`config.mk`:
```
export PLATFORM = sky130hd
export DESIGN_NAME = t_counter_mod_flat
export DESIGN_NICKNAME = d
export VERILOG_FILES = /design/src/rtl/t_counter_mod_if.sv /design/src/rtl/t_counter_mod.sv /design/src/flat_wrapper.sv
export SDC_FILE = /design/constraint.sdc
export NUM_CORES = 1
export LEC_CHECK = 0
export CORE_ASPECT_RATIO = 0.75
export CORE_UTILIZATION = 30
export DETAILED_ROUTE_END_ITERATION = 10
export PLACE_DENSITY = 0.53
export SLEW_MARGIN = 15
export SYNTH_ARGS = -nofsm -noshare
export SYNTH_HDL_FRONTEND = slang
export SYNTH_SLANG_ARGS = --single-unit
```
`constraint.sdc`:
```
create_clock -name clk -period 3.1 [get_ports clk]
set_input_delay 0.62 -clock clk [delete_from_list [all_inputs] [get_ports clk]]
set_output_delay 0.62 -clock clk [all_outputs]
set_load 0.005 [all_outputs]
```
`src/rtl/t_counter_mod_if.sv`:
```
// t_counter_mod_if: control/data bundle for the up/down modulo T-counter.
interface t_counter_mod_if #(parameter int WIDTH = 4);
  logic en;
  logic up_dn;
  logic load;
  logic [WIDTH-1:0] d;
  logic [WIDTH-1:0] Q;
  logic [WIDTH-1:0] t_vec;
  logic tc;
  logic wrap;
  modport master(output en, up_dn, load, d, input Q, t_vec, tc, wrap);
  modport slave(input en, up_dn, load, d, output Q, t_vec, tc, wrap);
endinterface

```
`src/rtl/t_counter_mod.sv`:
```
// t_counter_mod: up/down modulo counter stored in toggle cells, clocked on the falling edge.
module t_counter_mod #(
  parameter int WIDTH = 4,
  parameter int MOD = 16
) (
  input logic clk,
  input logic rst,
  t_counter_mod_if.slave bus
);
  localparam logic [WIDTH-1:0] TOP = WIDTH'(MOD - 1);
  logic [WIDTH-1:0] q_q, q_d, q_next, ld_val, step, t_vec;
  logic wrap_q, wrap_d, tc, at_top, at_zero;
  always_comb begin
    at_top = q_q == TOP;
    at_zero = q_q == '0;
    ld_val = ({1'b0, bus.d} < (WIDTH+1)'(MOD)) ? bus.d : TOP;
    step = bus.up_dn ? (at_top ? '0 : q_q + WIDTH'(1)) : (at_zero ? TOP : q_q - WIDTH'(1));
    q_next = rst ? '0 : bus.load ? ld_val : bus.en ? step : q_q;
    t_vec = q_next ^ q_q;
    tc = bus.en & ~bus.load & ~rst & (bus.up_dn ? at_top : at_zero);
    q_d = q_q ^ t_vec;
    wrap_d = tc;
  end
  // Each bit is a T cell: it only ever flips by its toggle input.
  always_ff @(negedge clk) begin
    if (rst) begin
      q_q <= '0;
      wrap_q <= 1'b0;
    end else begin
      q_q <= q_d;
      wrap_q <= wrap_d;
    end
  end
  assign bus.Q = q_q;
  assign bus.t_vec = t_vec;
  assign bus.tc = tc;
  assign bus.wrap = wrap_q;
endmodule

```
`src/flat_wrapper.sv`:
```
// flat-port wrapper written by rule: the top's interface ports become plain ports
module t_counter_mod_flat 
#(
  parameter int WIDTH = 4,
  parameter int MOD = 16
)
  (clk, rst, bus_en, bus_up_dn, bus_load, bus_d, bus_Q, bus_t_vec, bus_tc, bus_wrap);
  t_counter_mod_if #(.WIDTH(WIDTH)) bus_i ();
  input logic clk;
  input logic rst;
  input wire logic [$bits(bus_i.en)-1:0] bus_en;
  input wire logic [$bits(bus_i.up_dn)-1:0] bus_up_dn;
  input wire logic [$bits(bus_i.load)-1:0] bus_load;
  input wire logic [$bits(bus_i.d)-1:0] bus_d;
  output wire logic [$bits(bus_i.Q)-1:0] bus_Q;
  output wire logic [$bits(bus_i.t_vec)-1:0] bus_t_vec;
  output wire logic [$bits(bus_i.tc)-1:0] bus_tc;
  output wire logic [$bits(bus_i.wrap)-1:0] bus_wrap;
  assign bus_i.en = bus_en;
  assign bus_i.up_dn = bus_up_dn;
  assign bus_i.load = bus_load;
  assign bus_i.d = bus_d;
  assign bus_Q = bus_i.Q;
  assign bus_t_vec = bus_i.t_vec;
  assign bus_tc = bus_i.tc;
  assign bus_wrap = bus_i.wrap;
  t_counter_mod #(.WIDTH(WIDTH), .MOD(MOD)) u_core (.clk(clk), .rst(rst), .bus(bus_i));
endmodule
```
==> results of run 1 <==
[cells in the final DEF, fill, tap and decap left out, drive strengths merged]
cell type and instances:
or3b 1, o41ai 2, dfxtp 5, a21boi 2, nand2b 2, clkdlybuf4s50 6
o21a 1, a211oi 4, and3 3, and2 1, dlygate4sd2 1, or3 1
clkbuf 3, nor2b 2, xor2 2, a221oi 1, inv 12, o21ai 3
o21bai 1, a21oi 7, a31o 2, nand4 3, nor2 5, ha 2
a311oi 1, nand2 2, nand4bb 1, o31ai 3, buf 43, clkdlybuf4s15 1
nor3 1, o22a 1
[how the worst max path moves through the flow]
| stage | slack, ns | to | cells after the start |
|---|---|---|---|
| after CTS | -0.97 | bus_t_vec[3] | 5 |
| after floorplan | -0.59 | bus_t_vec[3] | 5 |
| after detailed placement | -0.95 | bus_t_vec[3] | 7 |
| final | -1.0 | bus_t_vec[3] | 7 |
| after global routing | -1.08 | bus_t_vec[3] | 7 |
| after global placement | -0.92 | bus_t_vec[3] | 7 |
[routing by layer]
layer / track usage (%) / share of wire (%) / up-vias
li1: - / - / 372
met1: 27.17 / 46 / 355
met2: 34.87 / 47 / 25
met3: 7.059 / 6.0 / 5
met4: 6.757 / 0.69 / 0
met5: 0 / 0 / -
[logic make-up (layout without fill, tap and decap cells)]
group	count (synthesis)	after routing	share of synthesized area, %
AO/OA/AOI/OAI	28	28	38.82
XOR/XNOR	2	2	3.197
adder cells (fa/ha/maj)	2	2	4.565
buffers and inverters	12	66	10.96
flip-flops	5	5	18.27
AND/OR/NAND/NOR	22	22	24.20
[per-stage QoR]
| stage | utilization (%) | instances |
|---|---|---|
| floorplan | - | 71 |
| global placement | 57.78 | 128 |
| detailed placement | 57.78 | 128 |
| CTS | 67.06 | 142 |
| global route | 70.83 | 146 |
| finish | 70.83 | 146 |
[power by group]
group	leakage, nW	total [mW]	switching, mW	internal (mW)
sequential	0.0431	0.0769	0.00694	0.0699
clock	0.0458	0.104	0.0498	0.0546
combinational	0.437	0.177	0.0751	0.102
[registers in the layout (all words and copies together), names as in the netlist]
name             cells
u_core.bus.Q         4
u_core.bus.wrap      1
[tightest hold or removal path: stages (launching register included)]
cell and delay [ns]:
dfxtp_2 0.36, buf_6 0.12, buf_6 0.10, a211oi_1 0.07, nor2_1 0.14
[what timing repair did]
| action | CTS | global route |
|---|---|---|
| setup buffers | 7 | 5 |
| gates resized for setup | 63 | 12 |
| setup endpoints to repair | 15 | 10 |
| pin swaps | 10 | 2 |
[area by class of cell]
cell class	count	area, um^2
Multi-Input combinational cell	54	483.0
Fill cell	136	464.2
Timing Repair Buffer	51	440.4
Sequential cell	5	110.1
Tap cell	21	26.28
Clock buffer	3	22.52
Clock inverter	6	22.52
Inverter	6	22.52
==> qor.yml, run 1 <==
clock_network:
  clock_sinks: 5
  htreeDepth: 1
  clk_latency_ns: 0.32
  cts_root_buffer: "clkbuf_4"
  clk_pin_slew_ns: 0.04
  clk_path_buf_depth: 2
  cts_tree: "yes"
  cts_inserted_buffers: 3
  cts_hold_buf: 0
final_layout:
  synthToLayoutAreaGrowth_pct: 105.7
  final_nets: 137
  layout-drive-gt1-share_pct: 56.80
  design_area_um2: 1127
  antennaDiodeCount: 0
global_routing:
  grt_pass1_vias: 673
  grt_max_degree: 9
  grt_antenna_before_repair: 0
  overflow: 0
  grt_pass1_wl_um: 2967
  grt.total_usage_pct: 21.53
routing:
  vias_per_cell: 5.185
  post_drt_wl_per_cell_um: 14.82
  drcViolationCount: 0
  antenna_left: 0
  drtIter0Drc: 32
  num_vias: 757
  finalWirelength_um: 2163
  drt_first_pass_iters: 4
setup_path:
  critPathSlowestCell: "dfxtp_2"
  cp.arrival_ns: 3.48
  r2r_slack_ns: 1.47
  start_kind: "flip-flop"
  r2r_start: "u_core.bus.Q[2]$_SDFF_NP0_"
  reg2reg_depth: 8
  path_cells: "inv_2 -> ha_4 -> o21bai_1 -> a221oi_4 -> nor3_1 -> or3b_1 -> buf_2"
  cp.buffers_inverters: 2
  critPathLaunch: "u_core.bus.Q[1]$_SDFF_NP0_"
  crit_path_end_kind: "output pin"
  cp.required_ns: 2.48
  cp_top_family: "compound AO/OA/AOI/OAI gates"
  criticalPathCategory: "flip-flop to output pin"
  max_stage_delay_ns: 0.36
  r2r-end: "u_core.bus.Q[0]$_SDFF_NP0_"
  crit_path_max_fanout: 4
die:
  std_cell_rows: 12
  start_util_pct: 34.43
  die_w_um: 51.35
  coreArea_um2: 1592
  die_h_um: 39.02
  dieArea_um2: 2003
  io_pins: 19
synth:
  ys.flop_type: "dfxtp_1"
  avgSynthCellArea_um2: 7.719
  synth_edf_count: 0
  ys_warn_count: 0
  synth_cell_types: 31
  seq_area_frac_synth_pct: 18.26
  netlist_area_um2: 548.0
  synth_async_sr_flop_share_pct: 0
  yosysTopAreaCellShare_pct: 18.26
  ys_seq_elements: 5
  yosysTopAreaCell: "dfxtp_1"
  syn_inst: 71
  synth_nets: 82
  synth.area.top_cells: "dfxtp_1, a21oi_1, a211oi_1"
  ys_top_cells_by_count: "a21oi_1, inv_1, dfxtp_1, nor2_1, a211oi_1"
worst_hold_path:
  hold_path.class: "flip-flop to flip-flop"
  holdCritStartpoint: "u_core.bus.Q[1]$_SDFF_NP0_"
  min_path_cells: 4
  min_to: "u_core.bus.Q[1]$_SDFF_NP0_"
sta:
  rsz0062_at_grt: "yes"
  hold_violations: 0
  maxSlewViolCount: 0
  worst_pin_slew_ns: 0.3287
  worst_slack_ns: -0.9993
  hold_slack_ns: 0.8463
  slew_headroom_pct: 78.04
  fin_setup_tns_ns: -4.064
  fin_skew_ns: 0.01022
  setup_viol: 8
placed_design:
  place_ws_ns: -0.9465
  dpl-instance-area_um2: 919.6
  hpwl_um: 1327
  finalWeightedCongestion: 0.8101
  io_buffers: 18
job:
  drv_cap: 0
run_status:
  violations: "setup timing"
  outcome: "finished with violations"
power:
  vdd_drop_max_uv: 287.4
  finalPower_mw: 0.3587
  p_leak_nw: 0.5257
  powerDensity_nw_per_um2: 318.1
(Power assumes the default switching activity.)
==> run 2: changes to the inputs <==
- ABC_AREA: unset -> 0
- CORE_MARGIN: unset -> 8
==> run 2 against run 1 <==
The flow still finishes with violations (setup timing). Non-clock buffer count increased by 8. Routed wire length increased by 12%. Count of clock-buffer cells in the layout did not move. Worst setup slack gained 0.0097 ns. Combinational power grew 11%.
==> qor.yml, run 2 (synthesis gave the netlist of run 1 again) <==
power:
  powerDensity_nw_per_um2: 307.9  # -3.2%
  p_leak_nw: 0.5819  # +11%
  finalPower_mw: 0.3783  # +5.5%
  vdd_drop_max_uv: 206.7  # -28%
die:
  coreArea_um2: 1724  # +8.3%
  dieArea_um2: 3465  # +73%
  start_util_pct: 31.79  # -2.6 points
  die_h_um: 53.02  # +36%
  io_pins: 19  # unchanged
  std_cell_rows: 13  # +1
  die_w_um: 65.35  # +27%
final_layout:
  ff_latch_area_um2: 112.6  # +2.3%
  final_core_util_pct: 71.26  # +0.43 points
  layout-drive-gt1-share_pct: 61.65  # +4.9 points
  multi_input_area_um2: 506.7  # +4.9%
  synthToLayoutAreaGrowth_pct: 124.2
  design_area_um2: 1229  # +9.0%
  largest_register_ffs: 4  # unchanged
  mostFrequentLayoutCell: "buf_4"
  final_nets: 145  # +5.8%
  num-fill-cells: 136  # unchanged
  final_cell_mix: "buf_4, buf_6, inv_1"
  antennaDiodeCount: 0  # unchanged
placed_design:
  io_buffers: 18  # unchanged
  hpwl_um: 1561  # +18%
  dpl-instance-area_um2: 928.4  # +0.95%
  finalWeightedCongestion: 0.7789  # -3.9%
clock_network:
  clock_sinks: 5  # unchanged
  cts_inserted_buffers: 3  # unchanged
  htreeDepth: 1  # unchanged
  clk_pin_slew_ns: 0.03  # about the same
  cts_root_buffer: "clkbuf_4"
  cts_tree: "yes"
  clk_latency_ns: 0.32  # about the same
  clk_path_buf_depth: 2  # unchanged
worst_hold_path:
  min_path_cells: 4  # unchanged
  hold_path.class: "flip-flop to flip-flop"
  min_to: "u_core.bus.Q[3]$_SDFF_NP0_"
  holdCritStartpoint: "u_core.bus.Q[3]$_SDFF_NP0_"
global_routing:
  grt_pass1_wl_um: 3850  # +30%
  grt_pass1_vias: 798  # +19%
  grt_antenna_before_repair: 0  # unchanged
  overflow: 0  # unchanged
  grt.total_usage_pct: 15.26  # -6.3 points
  grt_max_degree: 7  # -2
sta:
  hold_violations: 0  # unchanged
  maxSlewViolCount: 0  # unchanged
  setup_viol: 8  # unchanged
  worst_slack_ns: -0.9896  # +0.009690 ns
  rsz0062_at_grt: "yes"
  worst_pin_slew_ns: 0.3149  # -0.01371 ns
  fin_skew_ns: 0.005163  # -0.005062 ns
  hold_slack_ns: 0.8332  # -0.01301 ns
  fin_setup_tns_ns: -4.110  # -0.04612 ns
  slew_headroom_pct: 79.00  # +0.96 points
setup_path:
  criticalPathCategory: "flip-flop to output pin"
  r2r_slack_ns: 1.39  # -0.08 ns
  start_kind: "flip-flop"
  critPathSlowestCell: "or3_4"
  max_stage_delay_ns: 0.38  # +0.02 ns
  cp.buffers_inverters: 1  # -1
  cp.required_ns: 2.48  # about the same
  crit_path_max_fanout: 5  # +1
  crit_path_end_kind: "output pin"
  reg2reg_depth: 7  # -1
  path_cells: "or3_4 -> a221oi_4 -> nor3_2 -> or3b_1 -> buf_2"
  cp_top_family: "simple AND/OR/NAND/NOR gates"
  r2r_start: "u_core.bus.Q[0]$_SDFF_NP0_"
  cp.arrival_ns: 3.47  # about the same
  r2r-end: "u_core.bus.Q[3]$_SDFF_NP0_"
routing:
  num_vias: 799  # +5.5%
  antenna_left: 0  # unchanged
  post_drt_wl_per_cell_um: 15.63  # +5.5%
  drt_first_pass_iters: 4  # unchanged
  drtIter0Drc: 46  # +44%
  vias_per_cell: 5.155  # -0.58%
  finalWirelength_um: 2423  # +12%
  drcViolationCount: 0  # unchanged
run_status:
  violations: "setup timing"
  outcome: "finished with violations"
job:
  drv_cap: 0  # unchanged
==> run 2: worst max path at each step <==
| stage | depth (start not counted) | startpoint | endpoint |
|---|---|---|---|
| floorplan | 5 | u_core.bus.Q[2]$_SDFF_NP0_ | bus_t_vec[3] |
| global placement | 7 | u_core.bus.Q[1]$_SDFF_NP0_ | bus_t_vec[3] |
| detailed placement | 7 | u_core.bus.Q[1]$_SDFF_NP0_ | bus_t_vec[3] |
| CTS | 5 | u_core.bus.Q[0]$_SDFF_NP0_ | bus_t_vec[3] |
| global route | 5 | u_core.bus.Q[0]$_SDFF_NP0_ | bus_t_vec[3] |
| finish | 5 | u_core.bus.Q[0]$_SDFF_NP0_ | bus_t_vec[3] |
==> run 2: report_power, final <==
group          internal, mW  total, mW  switching (mW)
clock network        0.0547      0.106          0.0511
logic                 0.115      0.196          0.0811
registers            0.0698     0.0769         0.00711
==> run 2: area by class of cell <==
class,count,share of cell area (%)
Clock buffer,3,1.833
Sequential cell,5,9.165
Timing Repair Buffer,59,41.85
Clock inverter,6,1.833
Tap cell,22,2.240
Multi-Input combinational cell,54,41.24
Inverter,6,1.833
==> run 2: metal layers <==
layer,global-route usage [%],wire (um),up-vias
met5,0,0,-
met4,13.00,68,0
met3,5.895,147,8
met2,23.82,1144,19
met1,16.21,1062,383
li1,-,-,389
==> run 2: worst min-delay path, delay by kind of cell (launching register included) <==
kind                   cells  cell delay (ns)
AO/OA/AOI/OAI              2             0.16
AND/OR/NAND/NOR            1             0.13
buffers and inverters      1             0.12
flip-flops                 1             0.38
==> run 2: stage by stage <==
step	worst slack, ns	std cells
floorplan	-0.5877	71
global placement	-0.9479	130
detailed placement	-1.013	130
CTS	-0.9833	150
global route	-1.094	155
finish	-0.9896	155
==> run 2: repair_timing <==
item,4_1_cts,5_1_grt
buffers inserted,13,8
hold buffers,0,0
gates resized for setup,76,16
endpoints found under the setup margin,15,12
pin swaps,8,8
